File: src/rtl/modulo_reconstruct_seq.sv
// Sequential inverse of the modulo reducers: rebuilds quot*MODULUS + rem
// with one shift-add step per quotient bit, valid/ready on both sides.
module modulo_reconstruct_seq #(
  parameter int DATA_WIDTH = 8,
  parameter int MODULUS    = 7
) (
  input  logic                             clk_i,
  input  logic                             rst_i,
  input  logic                             in_valid_i,
  output logic                             in_ready_o,
  input  logic [DATA_WIDTH-1:0]            quot_i,
  input  logic [$clog2(MODULUS)-1:0]       rem_i,
  output logic                             out_valid_o,
  input  logic                             out_ready_i,
  output logic [DATA_WIDTH-1:0]            data_o,
  output logic                             overflow_o,
  output logic                             rem_err_o
);

  // state | meaning
  // IDLE  | waiting for a quotient/remainder pair
  // BUSY  | one shift-add step per quotient bit, LSB first
  // DONE  | result presented until the downstream takes it

  localparam int REM_WIDTH = $clog2(MODULUS);
  localparam int ACC_WIDTH = DATA_WIDTH + REM_WIDTH + 1;
  localparam int CNT_WIDTH = (DATA_WIDTH > 1) ? $clog2(DATA_WIDTH) : 1;
  localparam logic [ACC_WIDTH-1:0] MOD_ACC  = ACC_WIDTH'(MODULUS);
  localparam logic [CNT_WIDTH-1:0] CNT_LAST = CNT_WIDTH'(DATA_WIDTH - 1);

  typedef enum logic [1:0] {IDLE, BUSY, DONE} state_e;

  state_e                  state_q, state_d;
  logic [DATA_WIDTH-1:0]   quot_q, quot_d;
  logic [ACC_WIDTH-1:0]    acc_q, acc_d;
  logic [ACC_WIDTH-1:0]    addend_q, addend_d;
  logic [CNT_WIDTH-1:0]    cnt_q, cnt_d;
  logic                    rem_flag_q, rem_flag_d;
  logic                    in_ready_q, in_ready_d;
  logic                    out_valid_q, out_valid_d;
  logic [DATA_WIDTH-1:0]   data_q, data_d;
  logic                    overflow_q, overflow_d;
  logic                    rem_err_q, rem_err_d;
  logic [ACC_WIDTH-1:0]    rem_ext;
  logic [ACC_WIDTH-1:0]    acc_step;

  assign rem_ext  = {{(ACC_WIDTH-REM_WIDTH){1'b0}}, rem_i};
  assign acc_step = acc_q + (quot_q[0] ? addend_q : {ACC_WIDTH{1'b0}});

  always_comb begin
    state_d     = state_q;
    quot_d      = quot_q;
    acc_d       = acc_q;
    addend_d    = addend_q;
    cnt_d       = cnt_q;
    rem_flag_d  = rem_flag_q;
    in_ready_d  = in_ready_q;
    out_valid_d = out_valid_q;
    data_d      = data_q;
    overflow_d  = overflow_q;
    rem_err_d   = rem_err_q;
    case (state_q)
      IDLE: begin
        if (in_valid_i && in_ready_q) begin
          quot_d     = quot_i;
          acc_d      = rem_ext;
          addend_d   = MOD_ACC;
          rem_flag_d = (rem_ext >= MOD_ACC);
          cnt_d      = '0;
          in_ready_d = 1'b0;
          state_d    = BUSY;
        end
      end
      BUSY: begin
        acc_d    = acc_step;
        addend_d = addend_q << 1;
        quot_d   = quot_q >> 1;
        cnt_d    = cnt_q + CNT_WIDTH'(1);
        // Result registers load on the last step so they are valid with out_valid.
        if (cnt_q == CNT_LAST) begin
          data_d      = acc_step[DATA_WIDTH-1:0];
          overflow_d  = |acc_step[ACC_WIDTH-1:DATA_WIDTH];
          rem_err_d   = rem_flag_q;
          out_valid_d = 1'b1;
          state_d     = DONE;
        end
      end
      DONE: begin
        if (out_ready_i) begin
          out_valid_d = 1'b0;
          in_ready_d  = 1'b1;
          state_d     = IDLE;
        end
      end
      default: begin
        state_d     = IDLE;
        in_ready_d  = 1'b1;
        out_valid_d = 1'b0;
      end
    endcase
  end

  always_ff @(posedge clk_i) begin
    if (rst_i) begin
      state_q     <= IDLE;
      quot_q      <= '0;
      acc_q       <= '0;
      addend_q    <= '0;
      cnt_q       <= '0;
      rem_flag_q  <= 1'b0;
      in_ready_q  <= 1'b1;
      out_valid_q <= 1'b0;
      data_q      <= '0;
      overflow_q  <= 1'b0;
      rem_err_q   <= 1'b0;
    end else begin
      state_q     <= state_d;
      quot_q      <= quot_d;
      acc_q       <= acc_d;
      addend_q    <= addend_d;
      cnt_q       <= cnt_d;
      rem_flag_q  <= rem_flag_d;
      in_ready_q  <= in_ready_d;
      out_valid_q <= out_valid_d;
      data_q      <= data_d;
      overflow_q  <= overflow_d;
      rem_err_q   <= rem_err_d;
    end
  end

  assign in_ready_o  = in_ready_q;
  assign out_valid_o = out_valid_q;
  assign data_o      = data_q;
  assign overflow_o  = overflow_q;
  assign rem_err_o   = rem_err_q;

endmodule

File: config.mk
export PLATFORM = sky130hd
export DESIGN_NAME = modulo_reconstruct_seq
export DESIGN_NICKNAME = d
export VERILOG_FILES = /design/src/rtl/modulo_reconstruct_seq.sv
export SDC_FILE = /design/constraint.sdc
export NUM_CORES = 1
export LEC_CHECK = 0
export BUFFER_PORTS_ARGS = -buffer_cell sky130_fd_sc_hd__buf_2
export CAP_MARGIN = 25
export CELL_PAD_IN_SITES_DETAIL_PLACEMENT = 0
export CELL_PAD_IN_SITES_GLOBAL_PLACEMENT = 1
export CORE_MARGIN = 10
export CORE_UTILIZATION = 39
export CTS_CLUSTER_DIAMETER = 150
export DETAILED_ROUTE_END_ITERATION = 6
export PLACE_DENSITY = 0.74
export SETUP_SLACK_MARGIN = 0.2
export SLEW_MARGIN = 10
export SYNTH_ARGS = -nofsm -noshare
export SYNTH_HDL_FRONTEND = slang
export SYNTH_SLANG_ARGS = --single-unit
File: constraint.sdc
create_clock -name clk_i -period 2.2 [get_ports clk_i]
set_input_delay 0.11 -clock clk_i [delete_from_list [all_inputs] [get_ports clk_i]]
set_output_delay 0.11 -clock clk_i [all_outputs]
set_load 0.01 [all_outputs]
* Word-level counts from Yosys, hierarchy flattened
Cells that the tools add are included. Widths: inputs -> output; s select.
Word-level totals: register bits 50, bits in latches 0, RAM bits 0, memory bits (read-only) 0, input port bits 15, output and inout bits 12, logic and storage cells 51, memories kept 0
Operators by class: $add $sub $neg 2, multipliers 0, div/mod/pow operators 0, order comparisons 1, eq/ne operators 6, shifts and indexed selects 0, muxes and demuxes 19, bitwise gates (word level) 2, reductions and logical operators 10
Operator list (count):
- $pmux 12 s2 | 2
- $mux 12 | 3
- $pmux 8 s2 | 1
- $add 12x12->12 | 1
- $reduce_and 3->1 | 3
- $mux 8 | 1
- $mux 2 | 3
- $ne 2x2->1 const B | 3
- $pmux 1 s3 | 2
- $pmux 2 s3 | 1
- $pmux 3 s2 | 1
- $reduce_and 2->1 | 3
- $mux 1 | 4
- $reduce_or 4->1 | 1
- $add 3x1->3 const B | 1
- $eq 3x3->1 const B | 1
- $ge 3x3->1 const B | 1
- $mux 3 | 1
- $eq 2x1->1 const B | 1
- $eq 2x2->1 const B | 1
- $logic_not 2->1 | 1
- $not 1->1 | 2
- $reduce_bool 2->1 | 1
- $logic_and 1x1->1 | 1

* Depth between registers and ports, before layout
depth in word-level cells 3, mapped depth 12, depth with buffers taken out 11

* Worst setup path after synthesis
No wires, ideal clock.
path type reg2reg, start register quot_q[0], end register overflow_q, in the netlist overflow_o, setup time 0.088 ns, arrival 2.294 ns, required time 2.112 ns, slack -0.182 ns, stages on the path, launching flop included 13, path buffers 1, clock period less this slack 2.382 ns, path through dfxtp_1 -> clkbuf_1 -> and2_1 -> ha_1 -> inv_1 -> fa_1 -> nor2b_2 -> o2111ai_1 -> nand4_1 -> o211ai_1 -> xnor2_1 -> nor3b_2 -> a311oi_2
On the way: longest elaborated chain between the ends 3
Ends and longest elaborated chain:
- start, declared | line 34 | logic [DATA_WIDTH-1:0] quot_q, quot_d;
- start signal, assigned | line 118 | quot_q <= quot_d;
- $mux 12 | line 48 | assign acc_step = acc_q + (quot_q[0] ? addend_q : {ACC_WIDTH{1'b0}});
- $add 12x12->12 | line 48
- $reduce_or 4->1 | line 82 | overflow_d = |acc_step[ACC_WIDTH-1:DATA_WIDTH];
- end signal, assigned | line 126 | overflow_q <= overflow_d;
- end, declared | line 42 | logic overflow_q, overflow_d;
Every way passes these cells. A chain may end at the register's enable or synchronous reset.

* Worst setup path in the final report
start register quot_q[0], end register acc_q[11]
On the way: longest elaborated chain between the ends 3
Ends and longest elaborated chain:
- $mux 12 | line 48
- $add 12x12->12 | line 48
- $pmux 12 s2 | line 62 | case (state_q)
- end signal, assigned | line 107 | acc_q <= '0;
- end signal, assigned | line 119 | acc_q <= acc_d;
- end, declared | line 35 | logic [ACC_WIDTH-1:0] acc_q, acc_d;
Every way passes these cells.

==> impl_results.md <==
* Port-buffer cells at 26
* Initial antenna violation count at 0
* Reg2reg setup slack at -0.01 ns
* Vias at 2,349
* Overflow after GRT at 0
* Post-synthesis register bit count at 50
* Max Slew Vio Count at 0
* Die W at 102 um
* CP startpoint kind: flip-flop
* CTS Buf Count at 5
* Clock Sinks at 50
* Final Cycle Share at 1.00
* First-pass GRT wire length at 11.3 mm
* Fmax at 0.453 GHz
* Synth top area share at 0.384
* RSZ-0062 raised after global routing: yes
* Sequential fraction of the synthesis area at 0.384
* Hold_ws at 0.0287 ns
* Ys async rst share at 0
* CP Capture Type: flip-flop
* EDFF count, synth at 0
* Syn Nets at 353
* Final setup viols at 2
* Min Tclk post-route at 2.21 ns
* Layout cells sized above 1 at 0.296
* Die height at 102 um
* Area leader, netlist: dfxtp_1
* Hold_buf cts at 0
* Critical path peak fanout at 10
* Slew of the pin with the lowest slew margin at 0.492 ns
* Xor/xnor cell area share of the yosys netlist at 0.0336
* CTS max path bufs at 2
* Number of max-cap violations at 0
* Avg Vias per Cell at 5.31
* Io pins at 27
* ANT cells at 0
* Core Box Area at 6420 sq um
* Cell Pwr Density at 579 nW/um^2
* Critical Path End: acc_q[11]
* Setup ws final at -0.00967 ns
* Synth Instances at 324
* Status: finished with violations
* Gr usage total at 0.134
* Synth warn at 0
* Final Total Pwr at 1.91 mW
* Max_slew headroom at 0.671
* CTS tree: built
* Compound-cell area share of the yosys netlist at 0.204
* R2r worst-path depth at 10
* Post-synth cell types at 46
* Avg Inst Size Synth at 8.04 sq um
* Drt total wl at 6.61 mm
* H-tree Lvls at 2
* NumNets Final at 393
* Post-Synthesis Cell Area at 2600 sq um
* Vias in the first global route at 2,323
* Clk Latency, worst-skew pair at 0.31 ns
* Share of synthesized area spent on multiplexers at 0
* Worst vdd ir at 0.249 mV
* Initial Utilization at 0.406
* CTS root buffer: clkbuf_8
* Design area at 3290 sq um
* CP startpoint: quot_q[0]
* Pleak at 1.26 nW
* Router iterations before antenna repair at 4
* Simple-gate share of the synthesized area at 0.256
* Top cells by area, synth: dfxtp_1, nand2_1, a21oi_1
* Antenna Nets Post-Route at 0
* Skew final at 0.00745 ns
* Area Overhead vs Synth at 26.5%
* Reg-to-reg endpoint: acc_q[11]
* Largest net degree at the start of global routing at 45
* HP Class: primary input to flip-flop
* Residual DRC at 0
* Synth Area in Adders at 0.0701
* Post-place instance area at 2930 sq um
* GPL Wtd Cong at 0.852
* DP HPWL at 4.45 mm
* WL per Instance at 14.9 um
* R2R Path Start: quot_q[0]
* Initial DRC count at 97
* WP data required at 2.39 ns
* Final Hold Vio Count at 0
* Total die area at 10,300 sq um
* Largest family of logic cells by synthesized area: simple AND/OR/NAND/NOR gates
* Worst path arrival time at 2.40 ns
* DP Worst Slack at -0.0631 ns
* Failing checks: negative setup slack
* Clk slew on worst S/H paths at 0.10 ns
* Critical Setup Path Class: flip-flop to flip-flop
* # rows at 29
* Ys flop type: dfxtp_1
final cells by class:
type,instances,area (sq um)
inverter,3,11.3
sequential,50,1000
multi-input combinational,246,1690
clock buffer,6,82.6
fill,610,3130
clock inverter,2,38.8
tap,77,96.3
timing repair buffer,58,374
registers in the layout (all words and copies together), names as in the netlist:
signal,count
quot_q,8
rem_err_o,1
acc_q,12
addend_q,12
state_q,2
in_ready_o,1
overflow_o,1
rem_flag_q,1
cnt_q,3
out_valid_o,1
data_o,8
worst min-delay path by stage:
stage                     startpoint         to  slack [ns]  depth (start not counted)
final                      quot_i[7]  quot_q[7]        0.03                          3
after global routing       quot_i[7]  quot_q[7]        0.04                          3
after CTS                  quot_i[7]  quot_q[7]        0.02                          3
after detailed placement   quot_i[7]  quot_q[7]        0.36                          3
after global placement     quot_i[7]  quot_q[7]        0.36                          3
after floorplan            quot_i[7]  quot_q[7]        0.25                          2
cell families (layout without fill, tap and decap cells):
family | Yosys count | after routing
adder cells (fa/ha/maj) | 14 | 14
AO/OA/AOI/OAI | 77 | 77
buffers and inverters | 28 | 69
XOR/XNOR | 10 | 10
AND/OR/NAND/NOR | 145 | 145
flip-flops | 50 | 50
routing by layer:
| layer | vias to the layer above | GRT usage | share of wire |
|---|---|---|---|
| met4 | 0 | 0.0418 | 0.0047 |
| met5 | - | 0 | 0 |
| met3 | 2 | 0.0238 | 0.023 |
| met2 | 34 | 0.212 | 0.47 |
| li1 | 1202 | - | - |
| met1 | 1111 | 0.181 | 0.50 |
repair_timing:
item                                    CTS  global route
endpoints found under the setup margin   10            26
pin swaps                                16            13
resized for setup                        23            10
hold endpoints to repair                  0             0
buffers inserted                          3             3
cells in the final DEF, fill, tap and decap left out, types with 2 or more instances in the layout:
cell	synthesis	layout
and2_1	12	7
nand3_1	19	19
xnor2_1	9	6
nor3b_2	2	2
nor2_1	37	35
nand2_1	56	55
a31oi_1	8	8
nand4_1	4	4
a21o_1	2	2
clkbuf_8	0	6
xnor2_2	0	3
inv_1	3	2
and2_4	0	5
a311oi_1	8	8
nor3_1	2	2
o21ai_2	1	2
ha_1	13	4
buf_4	2	31
nand2b_1	3	3
nor2b_1	2	2
dfxtp_1	50	49
a211oi_1	4	3
nor2_2	1	3
buf_2	6	26
a21oi_1	34	34
o21ai_0	3	2
ha_4	0	9
o21a_1	4	4
a22oi_1	3	2
metrics by stage:
step           instances  setup TNS, ns  utilization
6_report             442        -0.0118        0.513
5_1_grt              442         -0.538        0.513
4_1_cts              439              0        0.502
3_5_place_dp         428        -0.0944        0.456
3_3_place_gp         428        -0.0475        0.456
2_1_floorplan        324              0            -
Yosys cell counts, drive strengths merged, types with 2 or more instances:
master / number
nand2: 56
dfxtp: 50
nor2: 38
a21oi: 35
nand3: 19
clkbuf: 15
ha: 13
and2: 12
buf: 10
a311oi: 9
xnor2: 9
a31oi: 8
a211oi: 4
nand4: 4
o21a: 4
o21ai: 4
a22oi: 3
inv: 3
nand2b: 3
nor2b: 3
a21o: 2
nor3: 2
nor3b: 2
critical path: stages, from the launching register on:
cell,delay [ns]
dfxtp_2,0.34
buf_4,0.16
and2_1,0.18
ha_4,0.31
nand4_1,0.14
nor4_2,0.33
nor2_1,0.10
a21boi_2,0.23
o21ai_2,0.09
o311ai_1,0.11
a21oi_1,0.10
power breakdown:
part	leakage (nW)	switching (mW)	total, mW	internal [mW]
clock network	0.0618	0.332	0.706	0.375
registers	0.407	0.0246	0.965	0.941
logic	0.791	0.144	0.237	0.0927
Note: power is estimated with default switching activity, not from simulation.
